[config.mk]
export PLATFORM = sky130hd
export DESIGN_NAME = hazard_fwd_ctrl
export DESIGN_NICKNAME = d
export VERILOG_FILES = /design/src/rtl/hazard_fwd_ctrl.sv
export SDC_FILE = /design/constraint.sdc
export NUM_CORES = 1
export LEC_CHECK = 0
export CAP_MARGIN = 5
export CORE_UTILIZATION = 52
export DETAILED_ROUTE_END_ITERATION = 8
export HOLD_SLACK_MARGIN = 0.08
export PLACE_DENSITY_LB_ADDON = 0.15
export SLEW_MARGIN = 20
export SYNTH_ARGS = -nofsm -noshare
export SYNTH_HDL_FRONTEND = slang
export SYNTH_SLANG_ARGS = --single-unit
[constraint.sdc]
create_clock -name clk -period 2.5 [get_ports clk]
set_clock_uncertainty 0.2 [all_clocks]
set_input_delay 0.5 -clock clk [delete_from_list [all_inputs] [get_ports clk]]
set_output_delay 0.5 -clock clk [all_outputs]
set_load 0.005 [all_outputs]
[src/rtl/hazard_fwd_ctrl.sv]
// Hazard/forwarding controller for the 5-stage pipe: tracks EX/MEM/WB register tags,
// drives operand-forward and regfile-bypass selects, and stalls/flushes/freezes the front end.
module hazard_fwd_ctrl #(
  parameter int RA_W  = 5,
  parameter int CNT_W = 16
) (
  input  logic             clk,
  input  logic             reset,
  input  logic [RA_W-1:0]  id_rs,
  input  logic [RA_W-1:0]  id_rt,
  input  logic             id_use_rs,
  input  logic             id_use_rt,
  input  logic [RA_W-1:0]  id_rd,
  input  logic             id_regwrite,
  input  logic             id_memread,
  input  logic             ex_br_taken,
  input  logic             mem_busy,
  output logic [1:0]       fwd_a_sel,
  output logic [1:0]       fwd_b_sel,
  output logic             rf_byp_rs,
  output logic             rf_byp_rt,
  output logic             pc_hold,
  output logic             bubble_ex,
  output logic             flush_if_id,
  output logic             freeze_all,
  output logic [CNT_W-1:0] stall_cnt
);

  typedef enum logic [1:0] {RUN, LDSTALL, FLUSH, MEMWAIT} state_t;

  state_t state, state_nxt;

  logic [RA_W-1:0]  ex_rs, ex_rt, ex_rd, mem_rd, wb_rd;
  logic             ex_regwrite, ex_memread, mem_regwrite, wb_regwrite;
  logic             init;
  logic             active;
  logic             id_nop;
  logic             load_use;
  logic [CNT_W-1:0] cnt_q;

  function automatic logic [1:0] fwd_sel(input logic [RA_W-1:0] src,
                                         input logic [RA_W-1:0] m_rd, input logic m_rw,
                                         input logic [RA_W-1:0] w_rd, input logic w_rw);
    if (m_rw && m_rd != '0 && m_rd == src)      return 2'b01;
    else if (w_rw && w_rd != '0 && w_rd == src) return 2'b10;
    else                                        return 2'b00;
  endfunction

  // Outputs are quiet during reset and for one settling cycle afterwards.
  assign active   = !reset && !init;
  assign id_nop   = (state == FLUSH);
  assign load_use = !id_nop && ex_memread && ex_rd != '0 &&
                    ((ex_rd == id_rs && id_use_rs) || (ex_rd == id_rt && id_use_rt));

  assign fwd_a_sel = active ? fwd_sel(ex_rs, mem_rd, mem_regwrite, wb_rd, wb_regwrite) : 2'b00;
  assign fwd_b_sel = active ? fwd_sel(ex_rt, mem_rd, mem_regwrite, wb_rd, wb_regwrite) : 2'b00;
  assign rf_byp_rs = active && !id_nop && wb_regwrite && wb_rd != '0 && wb_rd == id_rs && id_use_rs;
  assign rf_byp_rt = active && !id_nop && wb_regwrite && wb_rd != '0 && wb_rd == id_rt && id_use_rt;
  assign stall_cnt = active ? cnt_q : '0;

  // LDSTALL, FLUSH and a MEMWAIT exit all re-evaluate like RUN; FLUSH only masks load-use.
  always_comb begin
    state_nxt   = RUN;
    pc_hold     = 1'b0;
    bubble_ex   = 1'b0;
    flush_if_id = 1'b0;
    freeze_all  = 1'b0;
    if (active) begin
      if (mem_busy) begin
        freeze_all = 1'b1;
        pc_hold    = 1'b1;
        state_nxt  = MEMWAIT;
      end else if (ex_br_taken) begin
        flush_if_id = 1'b1;
        bubble_ex   = 1'b1;
        state_nxt   = FLUSH;
      end else if (load_use) begin
        pc_hold   = 1'b1;
        bubble_ex = 1'b1;
        state_nxt = LDSTALL;
      end
    end
  end

  always_ff @(posedge clk) begin
    if (reset) begin
      state <= RUN;
      init  <= 1'b1;
      cnt_q <= '0;
    end else begin
      state <= state_nxt;
      init  <= 1'b0;
      if (pc_hold && cnt_q != '1)
        cnt_q <= cnt_q + 1'b1;
    end
  end

  always_ff @(posedge clk) begin
    if (reset) begin
      ex_rs        <= '0;
      ex_rt        <= '0;
      ex_rd        <= '0;
      ex_regwrite  <= 1'b0;
      ex_memread   <= 1'b0;
      mem_rd       <= '0;
      mem_regwrite <= 1'b0;
      wb_rd        <= '0;
      wb_regwrite  <= 1'b0;
    end else if (!freeze_all) begin
      if (bubble_ex || id_nop) begin
        ex_rs       <= '0;
        ex_rt       <= '0;
        ex_rd       <= '0;
        ex_regwrite <= 1'b0;
        ex_memread  <= 1'b0;
      end else begin
        ex_rs       <= id_rs;
        ex_rt       <= id_rt;
        ex_rd       <= id_rd;
        ex_regwrite <= id_regwrite;
        ex_memread  <= id_memread;
      end
      mem_rd       <= ex_rd;
      mem_regwrite <= ex_regwrite;
      wb_rd        <= mem_rd;
      wb_regwrite  <= mem_regwrite;
    end
  end

endmodule

==> flow_summary.ini, run 1 <==
[clock_network]
clk_pin_slew_ps = 90
cts_hold_buf = 0
cts_tree = done
number_of_h_tree_levels = 2
clkLatencyLatePin_ps = 310
cts_root_buf = clkbuf_8
tritoncts.num_buffers = 5
tritoncts_num_sinks = 48
clk_path_buf_depth = 2

[power_and_ir_drop]
comb_power_share_pct = 19.4
p_per_area_nw_per_um2 = 415
cellInternalPower_mw = 1.14
cellLeakagePower_nw = 1.59
max-vdd-ir-drop_mv = 0.370
seqPwrFrac_pct = 51.8
switching_share_pct = 27.8
power.clock.fraction_pct = 28.7
net-switching-power_mw = 0.440

[route]
drtIter0Drc = 198
vias = 2662
routed_via_density = 5.72
initial_drt_pass_iterations = 5
post_drt_wl_per_cell_um = 16.6
drtAntennaViolNets = 0
drcViolationCount = 0
detail_route.wirelength_mm = 7.71

[global_routing]
grt_pass1_vias = 2421
overall_global_routing_usage_pct = 28.5
largest_net_degree_at_the_start_of_global_routing = 32
antenna_found_initial = 0
grt_pass1_wl_mm = 11.6
grt_overflow_total = 0

[sta]
final_hold_viol_count = 0
fin_crit_share_pct = 103
setup_viol = 6
finalWorstSetupSlack_ps = -78.7
maxSlewViolCount = 0
setup_repair_after_global_routing_missed_its_margin = true
maxSlewHeadroom_pct = 61.2
layout_min_cycle_time_ps = 2580
setup_tns_ps = -347
tightestPinTransition_ps = 580
max_frequency_ghz = 0.388

[worst_setup_path]
timing.critical_path.required_ps = 1800
critPathCaptureType = output pin
timing.setup.critical_path_class = reg2out
cp-start-kind = flop
arrival_worst_endpoint_ps = 1880
crit_path_max_fanout = 2

[cells_and_area]
final-instance-count-excl-fill = 465
share_of_final_layout_standard_cells_stronger_than_drive_strength_1_pct = 30.4
antenna-diode-count = 0
syn2layout_area_growth_pct = 46.3
final_nets = 422
stdcell_area_um2 = 3820

[synth]
yosys_warnings = 0
syn_area_um2 = 2610
syn_avg_cell_area_um2 = 8.59
synth.net_count = 328
synth_area_leader = dfxtp_1
synth.top_cells.by_count = dfxtp_1, nand2_1, xnor2_1, and2_1
synth_cell_type_count = 52
synth.area.top_cells = dfxtp_1, xnor2_1, a22o_1
synthFlopType = dfxtp_1
netlist_instances = 304
synthMostInstantiatedCell = dfxtp_1
yosysTopAreaCellShare_pct = 36.8
synth.yosys.seq_area_share_pct = 36.8
synth_seq_cells = 48
asyncSetResetFlopFracSynth_pct = 0
synth_enable_flop_cells = 0

[placement]
placement.cell_area_um2 = 3410
dpl.cell_count = 444
gpl.final_weighted_congestion = 0.907
io_buffers = 48
dp_hpwl_mm = 4.97

[floorplanning]
die-area_um2 = 5310
placeableCoreArea_um2 = 4790
ioPinCount = 49
die_w_um = 72.8
fp.dieH_um = 72.8
effective_utilization_at_floorplan_pct = 54.5
floorplan.rows = 25

[outcome]
status = finished, violations left
failed_checks = negative setup slack

[min_path]
hold_path.class = reg2reg

[job]
cap_viol_max_count = 0
worst paths after layout:
kind,start,depth (start not counted),to,slack [ps]
worst min register to register,ex_regwrite,2,mem_regwrite,260
worst max register to register,ex_rd[1],9,cnt_q[10],40
worst max-delay path,wb_rd[2],6,rf_byp_rt,-80
worst min-delay path,ex_regwrite,2,mem_regwrite,260
cell type report:
class,count,area [um2]
Inverter,8,30.0
Timing Repair Buffer,108,943
Fill cell,309,967
Sequential cell,48,971
Multi-Input combinational cell,227,1710
Clock inverter,1,5.00
Clock buffer,6,72.6
Tap cell,67,83.8
flip-flops by register name (all words and copies together), names as in the netlist:
signal	cells
ex_rd	5
init	1
ex_rt	5
wb_regwrite	1
ex_memread	1
ex_rs	5
state	2
wb_rd	5
ex_regwrite	1
mem_regwrite	1
mem_rd	5
cnt_q	16
repair_timing:
action                                  CTS  global route
setup buffers                            12             2
cloned                                    0             1
pin swaps                                23            18
endpoints found under the hold margin     0             0
resized for setup                        81            29
endpoints found under the setup margin   36            23
routing by layer:
layer	vias to the layer above	GRT usage, %	wire [um]	share of wire (%)
li1	1269	-	-	-
met1	1273	39.1	3560	46
met2	105	46.1	3520	46
met3	15	5.80	520	6.7
met4	0	6.97	102	1.3
met5	-	0	0	0
cell families (layout without fill, tap and decap cells):
logic type      count (synthesis)  after routing  share of synthesized area [%]
simple gates                  120            120                           24.7
compound gates                 61             61                           16.9
flops                          48             48                           36.8
xor+xnor                       40             40                           13.4
buf+inv                        29            123                           5.46
mux                             5              5                           2.20
fa+ha+maj                       1              1                          0.479
power groups by stage:
stage | Clock, mW | Combinational [mW] | Sequential [mW]
final | 0.455 | 0.308 | 0.822
after global routing | 0.481 | 0.328 | 0.824
after CTS | 0.454 | 0.280 | 0.819
after detailed placement | 0 | 0.248 | 0.834
after global placement | 0 | 0.242 | 0.833
after floorplan | 0 | 0.130 | 0.832
critical path, stage by stage, from the launching register on:
cell	delay (ps)
dfxtp_2	330
or4_4	540
o211ai_1	220
buf_4	170
nor2b_4	40
and4_1	160
buf_2	120
stage by stage:
stage	worst slack [ps]	util [%]	hold slack (ps)	power (mW)
global route	-137	79.8	306	1.63
detailed placement	-731	71.2	251	1.08
CTS	-75.8	76.3	263	1.55
floorplan	115	-	225	0.962
global placement	-750	71.2	242	1.07
finish	-78.7	79.8	260	1.59
cell usage in the layout, fill, tap and decap left out, types with 7 or more instances in the layout:
cell             synthesis  final
and2_1                  17     16
buf_6                    3      8
nor2_1                  11     10
buf_2                    3      7
xnor2_1                 24     20
xor2_1                  16     16
dlygate4sd2_1            0     14
dfxtp_1                 48     40
nand3_1                  9      9
dfxtp_2                  0      8
buf_4                    2     50
clkdlybuf4s50_1          0     24
a22o_1                  16     16
nand2_1                 36     36
o21ai_0                 14     13
Note: power is estimated with default switching activity, not from simulation.
==> run 2, diff against run 1 <==
CORE_ASPECT_RATIO = 1.2   (was unset)
==> run 2 against run 1 <==
Against the previous run:
- the flow still finishes with violations (negative setup slack)
- design area is 2.4% lower
- largest cell class unchanged
- largest power group unchanged
- critical path depth stayed put
- clock power is 29% higher
- critical path type unchanged
- core utilization is 0.39 points lower
- routed wire length is 2.5% higher
- maximum frequency is 0.78% lower
- clock-buffer cell count is 1 lower
- first-iteration DRC count is 39% lower
==> flow_summary.ini, run 2 (synthesized netlist as in run 1, its figures left out) <==
[outcome]
status = finished, violations left
failed_checks = negative setup slack

[worst_setup_path]
critPathCaptureType = output pin
worst_r2r_path_depth = 10
crit_chain = or4_4 -> o21ai_4 -> buf_6 -> nor3_2 -> nor3_1 -> buf_2
timing.critical_path.required_ps = 1800
path_buf_inv = 2
critPathMaxStageDelay_ps = 540
flop_to_flop_setup_slack_ps = 0
crit_path_max_fanout = 3
arrival_worst_endpoint_ps = 1900
critical_path.slowest_cell = or4_4
timing.critical_path.depth = 6
timing.setup.critical_path_class = reg2out
cp-start-kind = flop
critPathTopFamily = simple AND/OR/NAND/NOR gates

[clock_network]
number_of_h_tree_levels = 2
cts_hold_buf = 0
tritoncts.num_buffers = 5
cts_tree = done
cts_root_buf = clkbuf_8
clk_path_buf_depth = 2
clk_pin_slew_ps = 100
tritoncts_num_sinks = 48
clkLatencyLatePin_ps = 300

[route]
drtIter0Drc = 121
routed_via_density = 5.81
drtAntennaViolNets = 0
detail_route.wirelength_mm = 7.90
vias = 2645
post_drt_wl_per_cell_um = 17.4
initial_drt_pass_iterations = 5
drcViolationCount = 0

[global_routing]
largest_net_degree_at_the_start_of_global_routing = 30
globalRouteMet1Util_pct = 33.6
globalRouteMet2Util_pct = 53.9
overall_global_routing_usage_pct = 30.6
globalRouteMet3Util_pct = 5.43
grt_pass1_vias = 2541
antenna_found_initial = 0
grt.busiest_layer = met2
grt_pass1_wl_mm = 12.1
grt_overflow_total = 0

[power_and_ir_drop]
cellLeakagePower_nw = 1.55
switching_share_pct = 26.6
p_per_area_nw_per_um2 = 456
power.clock.fraction_pct = 34.4
max-vdd-ir-drop_mv = 0.396
cellInternalPower_mw = 1.25
seqPwrFrac_pct = 48.3
net-switching-power_mw = 0.452
comb_power_share_pct = 17.3

[floorplanning]
fp.dieH_um = 79.6
ioPinCount = 49
effective_utilization_at_floorplan_pct = 55.6
floorplan.rows = 27
die_w_um = 66.7
placeableCoreArea_um2 = 4700
die-area_um2 = 5310

[min_path]
timing.hold.worst_path_depth = 2
hold_path.class = reg2reg

[placement]
dp_hpwl_mm = 5.31
io_buffers = 48
gpl.final_weighted_congestion = 0.901

[sta]
max_frequency_ghz = 0.385
setup_viol = 6
finalWorstSetupSlack_ps = -99.0
maxSlewHeadroom_pct = 79.1
layout_min_cycle_time_ps = 2600
maxSlewViolCount = 0
setup_repair_after_global_routing_missed_its_margin = true
tightestPinTransition_ps = 309
final_hold_viol_count = 0
worst_hold_slack_ps = 264
fin_crit_share_pct = 104

[cells_and_area]
syn2layout_area_growth_pct = 42.9
antenna-diode-count = 0
layout_commonest_cell = buf_4
final_util_pct = 79.4
layout.cells.most_common_list = buf_4, dfxtp_1, nand2_1
largest_register = cnt_q
share_of_final_layout_standard_cells_stronger_than_drive_strength_1_pct = 27.7
final.fill_count = 307
final_nets = 420
largest_register_ff_count = 16

[job]
cap_viol_max_count = 0
run 2: final timing paths:
kind                    start           end
setup reg to reg     ex_rd[1]      cnt_q[8]
hold / removal    ex_regwrite  mem_regwrite
setup / recovery    mem_rd[1]  fwd_a_sel[1]
hold reg to reg   ex_regwrite  mem_regwrite
run 2: what timing repair did:
item,4_1_cts,5_1_grt
pin swaps,19,11
endpoints found under the setup margin,35,16
buffers inserted,9,1
gates resized for setup,70,20
run 2: metrics by stage:
| stage | cell area (um2) | power [mW] | std cells | worst slack [ps] | TNS [ps] |
|---|---|---|---|---|---|
| 3_3_place_gp | 3440 | 1.09 | 439 | -706 | -15930 |
| 6_report | 3730 | 1.70 | 455 | -99.0 | -371 |
| 5_1_grt | 3730 | 1.76 | 455 | -163 | -1170 |
| 3_5_place_dp | 3440 | 1.09 | 439 | -704 | -16940 |
| 2_1_floorplan | 2610 | 0.962 | 304 | 115 | 0 |
| 4_1_cts | 3640 | 1.68 | 455 | -97.9 | -537 |
run 2: cell type report:
type	count	area (um2)	area share, %
Clock inverter	3	46.3	1.24
Timing Repair Buffer	106	900	24.1
Tap cell	58	72.6	1.95
Inverter	8	32.5	0.872
Clock buffer	5	68.8	1.85
Multi-Input combinational cell	227	1630	43.8
Sequential cell	48	975	26.1
run 2: worst register-to-register path: cells and delay by family, from the launching register on:
kind                   cells  cell delay (ps)
flip-flops                 1              360
AO/OA/AOI/OAI              2              300
XOR/XNOR                   1              150
AND/OR/NAND/NOR            2              400
multiplexers               1              340
buffers and inverters      4              640
run 2: routing by layer:
layer / wire length, um / vias to the layer above
li1: - / 1271
met1: 2960 / 1245
met2: 4170 / 102
met3: 403 / 27
met4: 357 / 0
met5: 0 / -
run 2: power by group through the flow:
stage                     clock network [mW]  registers, mW  logic (mW)
after global placement                     0          0.834       0.255
after floorplan                            0          0.832       0.130
final                                  0.585          0.821       0.294
after detailed placement                   0          0.834       0.260
after global routing                   0.620          0.823       0.317
after CTS                              0.590          0.816       0.278
==> run 3, diff against run 2 <==
CORE_UTILIZATION = 40   (was 52)
==> run 3 against run 2 <==
Against the previous run:
- the run still ends with negative setup slack left
- core utilization down 18 points
- register-to-register slack better by 200 ps
- worst setup slack better by 27 ps
- via count down 5.6%
- largest power group unchanged
==> flow_summary.ini, run 3 (synthesized netlist as in run 1, its figures left out) <==
[outcome]
status = finished, violations left
failed_checks = negative setup slack

[route]
detail_route.wirelength_mm = 7.25
drtIter0Drc = 77
vias = 2496
routed_via_density = 5.28
drtAntennaViolNets = 0
drcViolationCount = 0
initial_drt_pass_iterations = 4
post_drt_wl_per_cell_um = 15.3

[cells_and_area]
antenna-diode-count = 0
layout.cells.most_common_list = buf_4, dfxtp_1, nand2_1
largest_register = cnt_q
final.fill_count = 550
share_of_final_layout_standard_cells_stronger_than_drive_strength_1_pct = 25.8
largest_register_ff_count = 16
final_util_pct = 61.2
stdcell_area_um2 = 3770
layout_commonest_cell = buf_4
final_nets = 414
syn2layout_area_growth_pct = 44.6

[floorplanning]
die_w_um = 75.7
fp.dieH_um = 90.5
die-area_um2 = 6850
ioPinCount = 49
effective_utilization_at_floorplan_pct = 42.3
placeableCoreArea_um2 = 6170
floorplan.rows = 31

[clock_network]
number_of_h_tree_levels = 2
tritoncts_num_sinks = 48
cts_tree = done
tritoncts.num_buffers = 5
clkLatencyLatePin_ps = 310
clk_path_buf_depth = 2
cts_root_buf = clkbuf_8
clk_pin_slew_ps = 100
cts_hold_buf = 0

[worst_setup_path]
crit_chain = or4_4 -> o211ai_1 -> buf_4 -> nor2b_2 -> and4_1 -> buf_2
setup_crit_start = wb_rd[2]
worst_r2r_path_depth = 8
arrival_worst_endpoint_ps = 1870
worst_r2r_startpoint = ex_rd[1]
crit_path_max_fanout = 2
timing.critical_path.required_ps = 1800
critPathCaptureType = output pin
critPathMaxStageDelay_ps = 530
cp-start-kind = flop
critical_path.slowest_cell = or4_4
timing.setup.critical_path_class = reg2out

[placement]
gpl.final_weighted_congestion = 0.835
dp_hpwl_mm = 5.27
io_buffers = 48
placement.cell_area_um2 = 3470

[global_routing]
grt_pass1_wl_mm = 11.3
grt_overflow_total = 0
overall_global_routing_usage_pct = 21.9
largest_net_degree_at_the_start_of_global_routing = 41
antenna_found_initial = 0
grt_pass1_vias = 2425

[sta]
finalWorstSetupSlack_ps = -71.9
maxSlewHeadroom_pct = 69.4
max_frequency_ghz = 0.389
setup_viol = 5
fin_crit_share_pct = 103
maxSlewViolCount = 0
tightestPinTransition_ps = 458
setup_repair_after_global_routing_missed_its_margin = true
final_hold_viol_count = 0
layout_min_cycle_time_ps = 2570

[power_and_ir_drop]
p_per_area_nw_per_um2 = 447
cellLeakagePower_nw = 1.77
max-vdd-ir-drop_mv = 0.246

[min_path]
hold_path.class = reg2reg
hold_start = ex_regwrite
timing.hold.worst_path_depth = 2

[job]
cap_viol_max_count = 0
## run 3: cell count changes in the layout (fill, tap and decap cells not counted), sizes merged
cell / change
buf: -8
dlymetal6s2s: +13
clkbuf: +1
dlygate4sd2: +1
clkdlybuf4s50: -13
## run 3: what timing repair did
item                                    CTS  global route
setup buffers                             3             2
endpoints found under the hold margin     0             0
pin swaps                                14            12
endpoints found under the setup margin   36            26
gates resized for setup                  66            31
## run 3: final cells by class
cell class | count | area (um2) | share of cell area [%]
Clock buffer | 5 | 68.8 | 1.82
Clock inverter | 3 | 46.3 | 1.23
Tap cell | 82 | 103 | 2.72
Timing Repair Buffer | 100 | 920 | 24.4
Multi-Input combinational cell | 227 | 1640 | 43.4
Sequential cell | 48 | 971 | 25.7
Inverter | 8 | 30.0 | 0.795
## run 3: worst paths after layout
| path | slack, ps | endpoint |
|---|---|---|
| worst max-delay path | -70 | rf_byp_rt |
| worst min-delay path | 270 | mem_regwrite |
| worst max register to register | 200 | cnt_q[10] |
| worst min register to register | 270 | mem_regwrite |
## run 3: per-stage QoR
stage               power (mW)  hold slack (ps)  instances  worst slack [ps]  TNS, ps
finish                    1.69              268        473             -71.9     -211
global route              1.76              287        473              -180     -735
CTS                       1.69              276        471             -84.4     -352
detailed placement        1.09              262        461              -730   -17600
global placement          1.09              253        461              -754   -17550
floorplan                0.962              225        304               115        0
## run 3: worst max-delay path, delay by kind of cell, from the launching register on
family	cells	cell delay [ps]
AND/OR/NAND/NOR	3	720
buffers and inverters	2	280
AO/OA/AOI/OAI	1	230
flip-flops	1	330
## run 3: report_power, final
group / internal, mW / leakage [nW] / total (mW) / switching, mW
Sequential: 0.793 / 0.395 / 0.820 / 0.0272
Clock: 0.302 / 0.0548 / 0.587 / 0.286
Combinational: 0.151 / 1.33 / 0.282 / 0.131
Total: 1.25 / 1.77 / 1.69 / 0.444
## run 3: per-layer routing
metal / up-vias / routed length [um] / global-route usage [%]
met2: 53 / 3770 / 38.5
met1: 1163 / 3110 / 24.9
met4: 0 / 183 / 8.95
li1: 1264 / - / -
met3: 16 / 182 / 4.02
met5: - / 0 / 0
